<file path="src/rtl/exec_unit.sv">
// Execute/write-back stage in front of a 4x8 register file: ALU, shift and shift-add multiply.
// Latency 3 cycles (MUL 10); instr_ready is low while busy and the source holds instr until accepted.
module exec_unit (
   input  logic            clk,
   input  logic            rst_n,
   input  logic [7:0]      instr,
   input  logic            instr_valid,
   output logic            instr_ready,
   input  logic [3:0][7:0] regs_rd,
   output logic [3:0][7:0] regs_in,
   output logic [3:0]      write_en,
   output logic            flag_z,
   output logic            flag_c,
   output logic            busy
);

   typedef enum logic [1:0] {IDLE, EXEC, WB} state_t;

   typedef struct packed {
      logic [2:0] op;
      logic       dir;
      logic [1:0] dst;
      logic [1:0] src;
   } instr_t;

   localparam logic [2:0] OP_ADD = 3'd0;
   localparam logic [2:0] OP_SUB = 3'd1;
   localparam logic [2:0] OP_AND = 3'd2;
   localparam logic [2:0] OP_OR  = 3'd3;
   localparam logic [2:0] OP_XOR = 3'd4;
   localparam logic [2:0] OP_MOV = 3'd5;
   localparam logic [2:0] OP_MUL = 3'd6;
   localparam logic [2:0] OP_SHF = 3'd7;

   state_t      state, state_n;
   instr_t      ir;
   logic [2:0]  cnt;
   logic [15:0] acc;
   logic [15:0] mcand;
   logic [7:0]  mplier;
   logic [7:0]  result;

   logic        first;
   logic        exec_done;
   logic [7:0]  op_a, op_b;
   logic [15:0] mul_a;
   logic [7:0]  mul_b;
   logic [15:0] mul_acc;
   logic [7:0]  alu_r;
   logic        alu_c;

   always_ff @(posedge clk or negedge rst_n) begin
      if (!rst_n) state <= IDLE;
      else        state <= state_n;
   end

   // Operands are live from the register file only in the first EXEC cycle;
   // later MUL iterations run on the latched multiplicand/multiplier.
   always_comb begin
      first     = (cnt == 3'd0);
      op_a      = regs_rd[ir.dst];
      op_b      = regs_rd[ir.src];
      mul_a     = first ? {8'h00, op_a} : mcand;
      mul_b     = first ? op_b : mplier;
      mul_acc   = (first ? 16'h0000 : acc) + (mul_b[0] ? mul_a : 16'h0000);
      exec_done = (ir.op != OP_MUL) || (cnt == 3'd7);

      alu_r = 8'h00;
      alu_c = 1'b0;
      case (ir.op)
         OP_ADD: {alu_c, alu_r} = {1'b0, op_a} + {1'b0, op_b};
         OP_SUB: begin
            alu_r = op_a - op_b;
            alu_c = (op_a < op_b);
         end
         OP_AND: alu_r = op_a & op_b;
         OP_OR:  alu_r = op_a | op_b;
         OP_XOR: alu_r = op_a ^ op_b;
         OP_MOV: alu_r = op_b;
         OP_MUL: begin
            alu_r = mul_acc[7:0];
            alu_c = |mul_acc[15:8];
         end
         OP_SHF: begin
            if (ir.dir) begin
               alu_r = {1'b0, op_a[7:1]};
               alu_c = op_a[0];
            end else begin
               alu_r = {op_a[6:0], 1'b0};
               alu_c = op_a[7];
            end
         end
         default: ;
      endcase
   end

   always_comb begin
      state_n     = state;
      instr_ready = 1'b0;
      busy        = 1'b0;
      write_en    = 4'b0000;
      case (state)
         IDLE: begin
            instr_ready = 1'b1;
            if (instr_valid) state_n = EXEC;
         end
         EXEC: begin
            busy = 1'b1;
            if (exec_done) state_n = WB;
         end
         WB: begin
            busy     = 1'b1;
            write_en = 4'b0001 << ir.dst;
            state_n  = IDLE;
         end
         default: state_n = IDLE;
      endcase
      regs_in = {4{result}};
   end

   always_ff @(posedge clk or negedge rst_n) begin
      if (!rst_n) begin
         ir     <= '0;
         cnt    <= 3'd0;
         acc    <= 16'h0000;
         mcand  <= 16'h0000;
         mplier <= 8'h00;
         result <= 8'h00;
         flag_z <= 1'b0;
         flag_c <= 1'b0;
      end else begin
         if (state == IDLE && instr_valid) begin
            ir  <= instr_t'(instr);
            cnt <= 3'd0;
         end
         if (state == EXEC) begin
            if (ir.op == OP_MUL) begin
               acc    <= mul_acc;
               mcand  <= mul_a << 1;
               mplier <= mul_b >> 1;
               cnt    <= cnt + 3'd1;
            end
            if (exec_done) begin
               result <= alu_r;
               flag_z <= (alu_r == 8'h00);
               flag_c <= alu_c;
               cnt    <= 3'd0;
            end
         end
      end
   end

endmodule

</file>
<file path="config.mk">
export PLATFORM = sky130hd
export DESIGN_NAME = exec_unit
export DESIGN_NICKNAME = d
export VERILOG_FILES = /design/src/rtl/exec_unit.sv
export SDC_FILE = /design/constraint.sdc
export NUM_CORES = 1
export LEC_CHECK = 0
export CAP_MARGIN = 5
export CORE_ASPECT_RATIO = 1.75
export CORE_UTILIZATION = 60
export DETAILED_ROUTE_END_ITERATION = 8
export MAX_ROUTING_LAYER = met4
export PLACE_DENSITY = 0.88
export SLEW_MARGIN = 20
export SYNTH_ARGS = -nofsm -noshare
export SYNTH_HDL_FRONTEND = slang
export SYNTH_SLANG_ARGS = --single-unit
export TNS_END_PERCENT = 100
</file>
<file path="constraint.sdc">
create_clock -name clk -period 7 [get_ports clk]
set_input_delay 1.4 -clock clk [delete_from_list [all_inputs] [get_ports clk]]
set_output_delay 1.4 -clock clk [all_outputs]
set_load 0.02 [all_outputs]
</file>
* Yosys cells after proc, flatten, opt, wreduce, memory -nomap -nowiden
Index checks and enable logic that the tools add are counted.
Word-level totals: input port bits 43, word-level logic and storage cells 69, output and inout bits 40, flip-flop bits (word level) 61
Cells by class: bitwise operators 3, reduce and logical (&&, ||, !) cells 11, $add $sub $neg 4, muxes and demuxes 22, equality and inequality tests 13, order comparisons 3, shift-type cells 1
Operator list (number):
- case mux 8 bit (8 select lines) | 1
- two-way mux 16 bit | 3
- binary-select mux 8 bit (select 2 bit) | 2
- two-way mux 8 bit | 4
- adder 16 bit | 1
- equality test 3 bit, second input constant | 5
- two-way mux 3 bit | 4
- adder 8 x 8 -> 9 bit | 1
- bitwise AND 8 bit | 1
- zero test 8 bit | 1
- less-than comparator 8 bit | 1
- OR 8 bit | 1
- OR reduction 8 bit | 1
- subtractor 8 bit | 1
- bitwise XOR 8 bit | 1
- equality test 3 x 2 -> 1 bit, second input constant | 2
- zero test 3 bit | 2
- less-than comparator 2 x 3 -> 1 bit, second input constant | 2
- AND reduction 2 bit | 3
- two-way mux 2 bit | 2
- two-way mux 4 bit | 1
- != test 2 bit, second input constant | 2
- case mux 1 bit (4 select lines) | 1
- case mux 2 bit (2 select lines) | 1
- 11 further kinds | 13

* Logic depth before layout (Yosys ltp)
word-level depth 7, gate-level depth with buffers 17

* Worst setup path after synthesis
OpenSTA, ideal clock, no wires.
path type input to register, start in regs_rd[24] (netlist name), end reg flag_c, stages on the path 12, path buffers 0, required time 6.859 ns, arrival 4.434 ns, slack 2.426 ns, path through mux4_2 -> mux2i_1 -> nor2_1 -> fa_1 -> a21o_1 -> a2111o_1 -> o31a_1 -> a31oi_1 -> and2b_1 -> xnor2_1 -> nor4_1 -> a41oi_1
Between the ends: cells in the longest elaborated chain, start to end 7, elaborated cells between the ends (all ways) 13, classes of those cells add/sub (2); order compare (1); mux (9); reduce/logical (1)
RTL lines:
- from (decl) | RTL line 9 | input logic [3:0][7:0] regs_rd,
- binary-select mux 8 bit (select 2 bit) (on tied branches) | RTL line 61, 62
- two-way mux 8 bit (on tied branches) | RTL line 61, 62
- two-way mux 16 bit or two-way mux 8 bit (tied branches) | RTL line 63, 64
- two-way mux 16 bit | RTL line 65 | mul_acc = (first ? 16'h0000 : acc) + (mul_b[0] ? mul_a : 16'h0000);
- adder 16 bit | RTL line 65
- OR reduction 8 bit | RTL line 82 | alu_c = |mul_acc[15:8];
- case mux 1 bit (4 select lines) * | RTL line 70 | case (ir.op)
- to (signal assigned) | RTL line 146 | flag_c <= alu_c;
- to (decl) | RTL line 13 | output logic flag_c,
Mark *: on every way between the ends. The rest lies on a longest branch, timed or not. The select of a mux whose other input is x is not followed. A chain may end at the register's enable or synchronous reset.

* Worst setup path in the final report
start in regs_rd[24] (netlist name), end reg flag_z
Between the ends: cells in the longest elaborated chain, start to end 7, elaborated cells between the ends (all ways) 16, classes of those cells add/sub (3); mux (9); bitwise (3); reduce/logical (1)
RTL lines:
- binary-select mux 8 bit (select 2 bit) (on tied branches) | RTL line 61, 62
- two-way mux 8 bit (on tied branches) | RTL line 61, 62
- two-way mux 16 bit or two-way mux 8 bit (tied branches) | RTL line 63, 64
- two-way mux 16 bit | RTL line 65
- adder 16 bit | RTL line 65
- case mux 8 bit (8 select lines) * | RTL line 70
- zero test 8 bit * | RTL line 145 | flag_z <= (alu_r == 8'h00);
- to (signal assigned) | RTL line 145
- to (decl) | RTL line 12 | output logic flag_z,
Marked as above.

==> run metrics <==
status finished, final reports clean; Leak 3.02 nW; RD Place Congestion 0.952; DRT Pass-1 Iters 7; Post-synth EDFFs 0; GRT busiest layer met2; latest clock arrival within the worst-skew pair 0.34 ns; gr ovfl total 0; Post-Route WL 15800 um; Startpoint Class primary input; Die Y 129 um; clk buf depth 2; Worst Hold Depth 2; largest net degree at the start of global routing 72; nets 756; Final Util 72.2%; Worst path max stage delay 0.73 ns; first-pass GRT wire length 24600 um; post-CTS sizing 0; antenna-violating nets left 0; Synth Area per Inst 8.90 um2; final setup fails 0; Internal 1.78 mW; logic gate share of total power 66.2%; # diodes 0; clock share of power 14.1%; Reg clk slew, reported paths 0.06 ns; core box area 0.00904 mm2; sequential area share after synthesis 27.5%; post-cts hold buffer count 0; RSZ-0062 raised after global routing no; critical path fanouts, max 7; clk_skew 0.00573 ns; CTS tree built; vias in the first global route 5007; reg2reg path depth 12; via count 5109; mean routed wirelength per cell 20.1 um; Final Cell Area 0.00652 mm2; cells after synthesis 624; synthesis-stage register bit count 61; switch share 48.9%; Placed Instance Area 0.00619 mm2; Critical Path Sink Type flip-flop; Post-CTS Setup Bufs 0; share of cells above drive strength 1 9.85%; die area 0.00966 mm2; Unique masters post-synth 75; Final Hold Vio Count 0; Power per Cell Area 533 mW/mm2; CTS buffer count 9; Die W 74.7 um; Num Clock Sinks 61; Total GRT Usage 35.5%; Top FF cell, synth dfrtp_1; met3 usage 7.31%; Slowest-stage cell, CP nor3b_1; DP HPWL 11700 um; critical path class in2reg; Tcrit/Tclk final 75.6%; initial antenna violation count 0; Tmin final 5.29 ns; Async SR Flop Fraction 100%; HP Class reg2reg; I/O pin count 83; DRC 0; commonest non-fill, non-tap cells in the layout clkdlybuf4s50_1 (81), nand2_1 (68), dfrtp_1 (61); Initial Util 61.4%; CP Cell Sequence clkdlybuf4s50_1, mux4_2, mux2i_1, nor2_1, fa_1, xor2_1, nand3_1, o31ai_1, a221oi_1, o22ai_1, nor3b_1, nand4_1, o31ai_2; Setup TNS 0 ns; Synth Net Count 715; DP Worst Slack 1.59 ns; final setup margin 1.71 ns; met2 Track Usage GR 58.9%; synthesis-to-layout area growth 17.5%; drt first-iter violations 485; Sw Pwr 1.70 mW; Mapped Area 0.00555 mm2; placement row count 46; vias per cell 6.47; most frequent standard cell in the layout excluding fill and tap cells clkdlybuf4s50_1; CP required 7.26 ns; met1 GRT Util 35.2%; CP arrival 5.55 ns; max frequency 189 MHz; worst-margin pin slew 0.873 ns; Slew Limit Headroom 41.3%; Ys Warns 0; sequential share of power 19.7%; count of input and output buffers 82; Clock Tree Root clkbuf_16; Slew Viols, Final 0; Max Cap Viol 0; CTS H-Tree Depth 3; Peak VDD IR 367 uV
-- per-layer routing --
layer,routed length (um),up-vias
li1,-,2326
met1,5350,2421
met2,8290,266
met3,1050,96
met4,1150,0
met5,0,-
-- cell type report --
type	instances	area [um2]
repair buffers	87	853
fillers	664	2510
clock buffers	11	243
well taps	120	150
clock inverters	5	81.3
multi-input cells	474	3550
flip-flops and latches	61	1530
inverters	32	120
-- final timing paths --
kind,startpoint,to,slack [ns]
worst max-delay path,regs_rd[24],flag_z,1.71
worst min-delay path,acc[9],acc[9],0.47
worst max register to register,ir[0],flag_z,2.47
worst min register to register,acc[9],acc[9],0.47
max in group asynchronous,rst_n,ir[4],5.24
min in group asynchronous,rst_n,result[7],1.22
-- power by group through the flow --
| stage | logic [mW] | registers [mW] | clock network (mW) |
|---|---|---|---|
| 6_report | 2.30 | 0.685 | 0.491 |
| 5_1_grt | 2.48 | 0.711 | 0.505 |
| 4_1_cts | 2.25 | 0.683 | 0.490 |
| 3_5_place_dp | 2.23 | 0.685 | 0 |
| 3_3_place_gp | 2.16 | 0.675 | 0 |
| 2_1_floorplan | 1.74 | 0.604 | 0 |
-- worst max-delay path: cells and delay by family --
family,cells,cell delay (ns)
AOI/OAI and AO/OA,4,0.74
xor gates and xnor gates,1,0.20
adders and majority gates,1,0.50
buffers and inverters,1,0.44
muxes,2,1.06
and+or+nand+nor,4,1.21
-- state kept, by name (all words and copies together) (netlist names), 2 cells and up --
| signal | count |
|---|---|
| acc | 16 |
| cnt | 3 |
| ir | 8 |
| mcand | 15 |
| mplier | 7 |
| result | 8 |
| state | 2 |
-- cells by family (layout without fill, tap and decap cells) --
family	after synthesis	after routing	share of synthesized area, %
fa+ha+maj	48	48	11.2
buf+inv	89	135	8.72
mux	54	54	13.8
compound gates	153	153	18.2
flops	61	61	27.5
simple gates	205	205	18.3
xor+xnor	14	14	2.21
-- synth_stat cells, types with 3 or more instances --
library cell | instances | share of area, %
nand2_1 | 69 | 4.7
dfrtp_1 | 61 | 27
o21ai_0 | 48 | 4.3
ha_1 | 45 | 10
nor2_1 | 40 | 2.7
inv_1 | 29 | 2.0
a21oi_1 | 26 | 2.3
buf_4 | 24 | 3.2
clkbuf_1 | 22 | 1.5
mux2i_1 | 20 | 3.6
and2_1 | 18 | 2.0
mux2_2 | 18 | 3.7
mux4_2 | 15 | 6.1
and3_1 | 12 | 1.4
nand3_1 | 12 | 1.1
xnor2_1 | 11 | 1.7
nor3_1 | 9 | 0.81
a221oi_1 | 8 | 1.3
nand2b_1 | 7 | 0.79
a21o_1 | 6 | 0.81
a31oi_1 | 6 | 0.68
o22ai_1 | 6 | 0.68
a211oi_1 | 5 | 0.68
nor2b_1 | 5 | 0.56
o211ai_1 | 5 | 0.68
o31ai_1 | 5 | 0.68
or3_1 | 5 | 0.56
a22o_1 | 4 | 0.63
nor3b_1 | 4 | 0.54
nor4_1 | 4 | 0.45
o21bai_1 | 4 | 0.54
a22oi_1 | 3 | 0.41
buf_6 | 3 | 0.61
clkbuf_8 | 3 | 0.74
fa_1 | 3 | 1.1
nand4_1 | 3 | 0.34
o221ai_1 | 3 | 0.47
xor2_1 | 3 | 0.47
-- stage by stage --
step	instances	power (mW)	hold WS, ns
3_3_place_gp	774	2.83	0.457
3_5_place_dp	774	2.91	0.464
5_1_grt	790	3.70	0.506
4_1_cts	790	3.42	0.476
2_1_floorplan	624	2.34	0.442
6_report	790	3.48	0.473
Note: power is estimated with default switching activity, not from simulation.
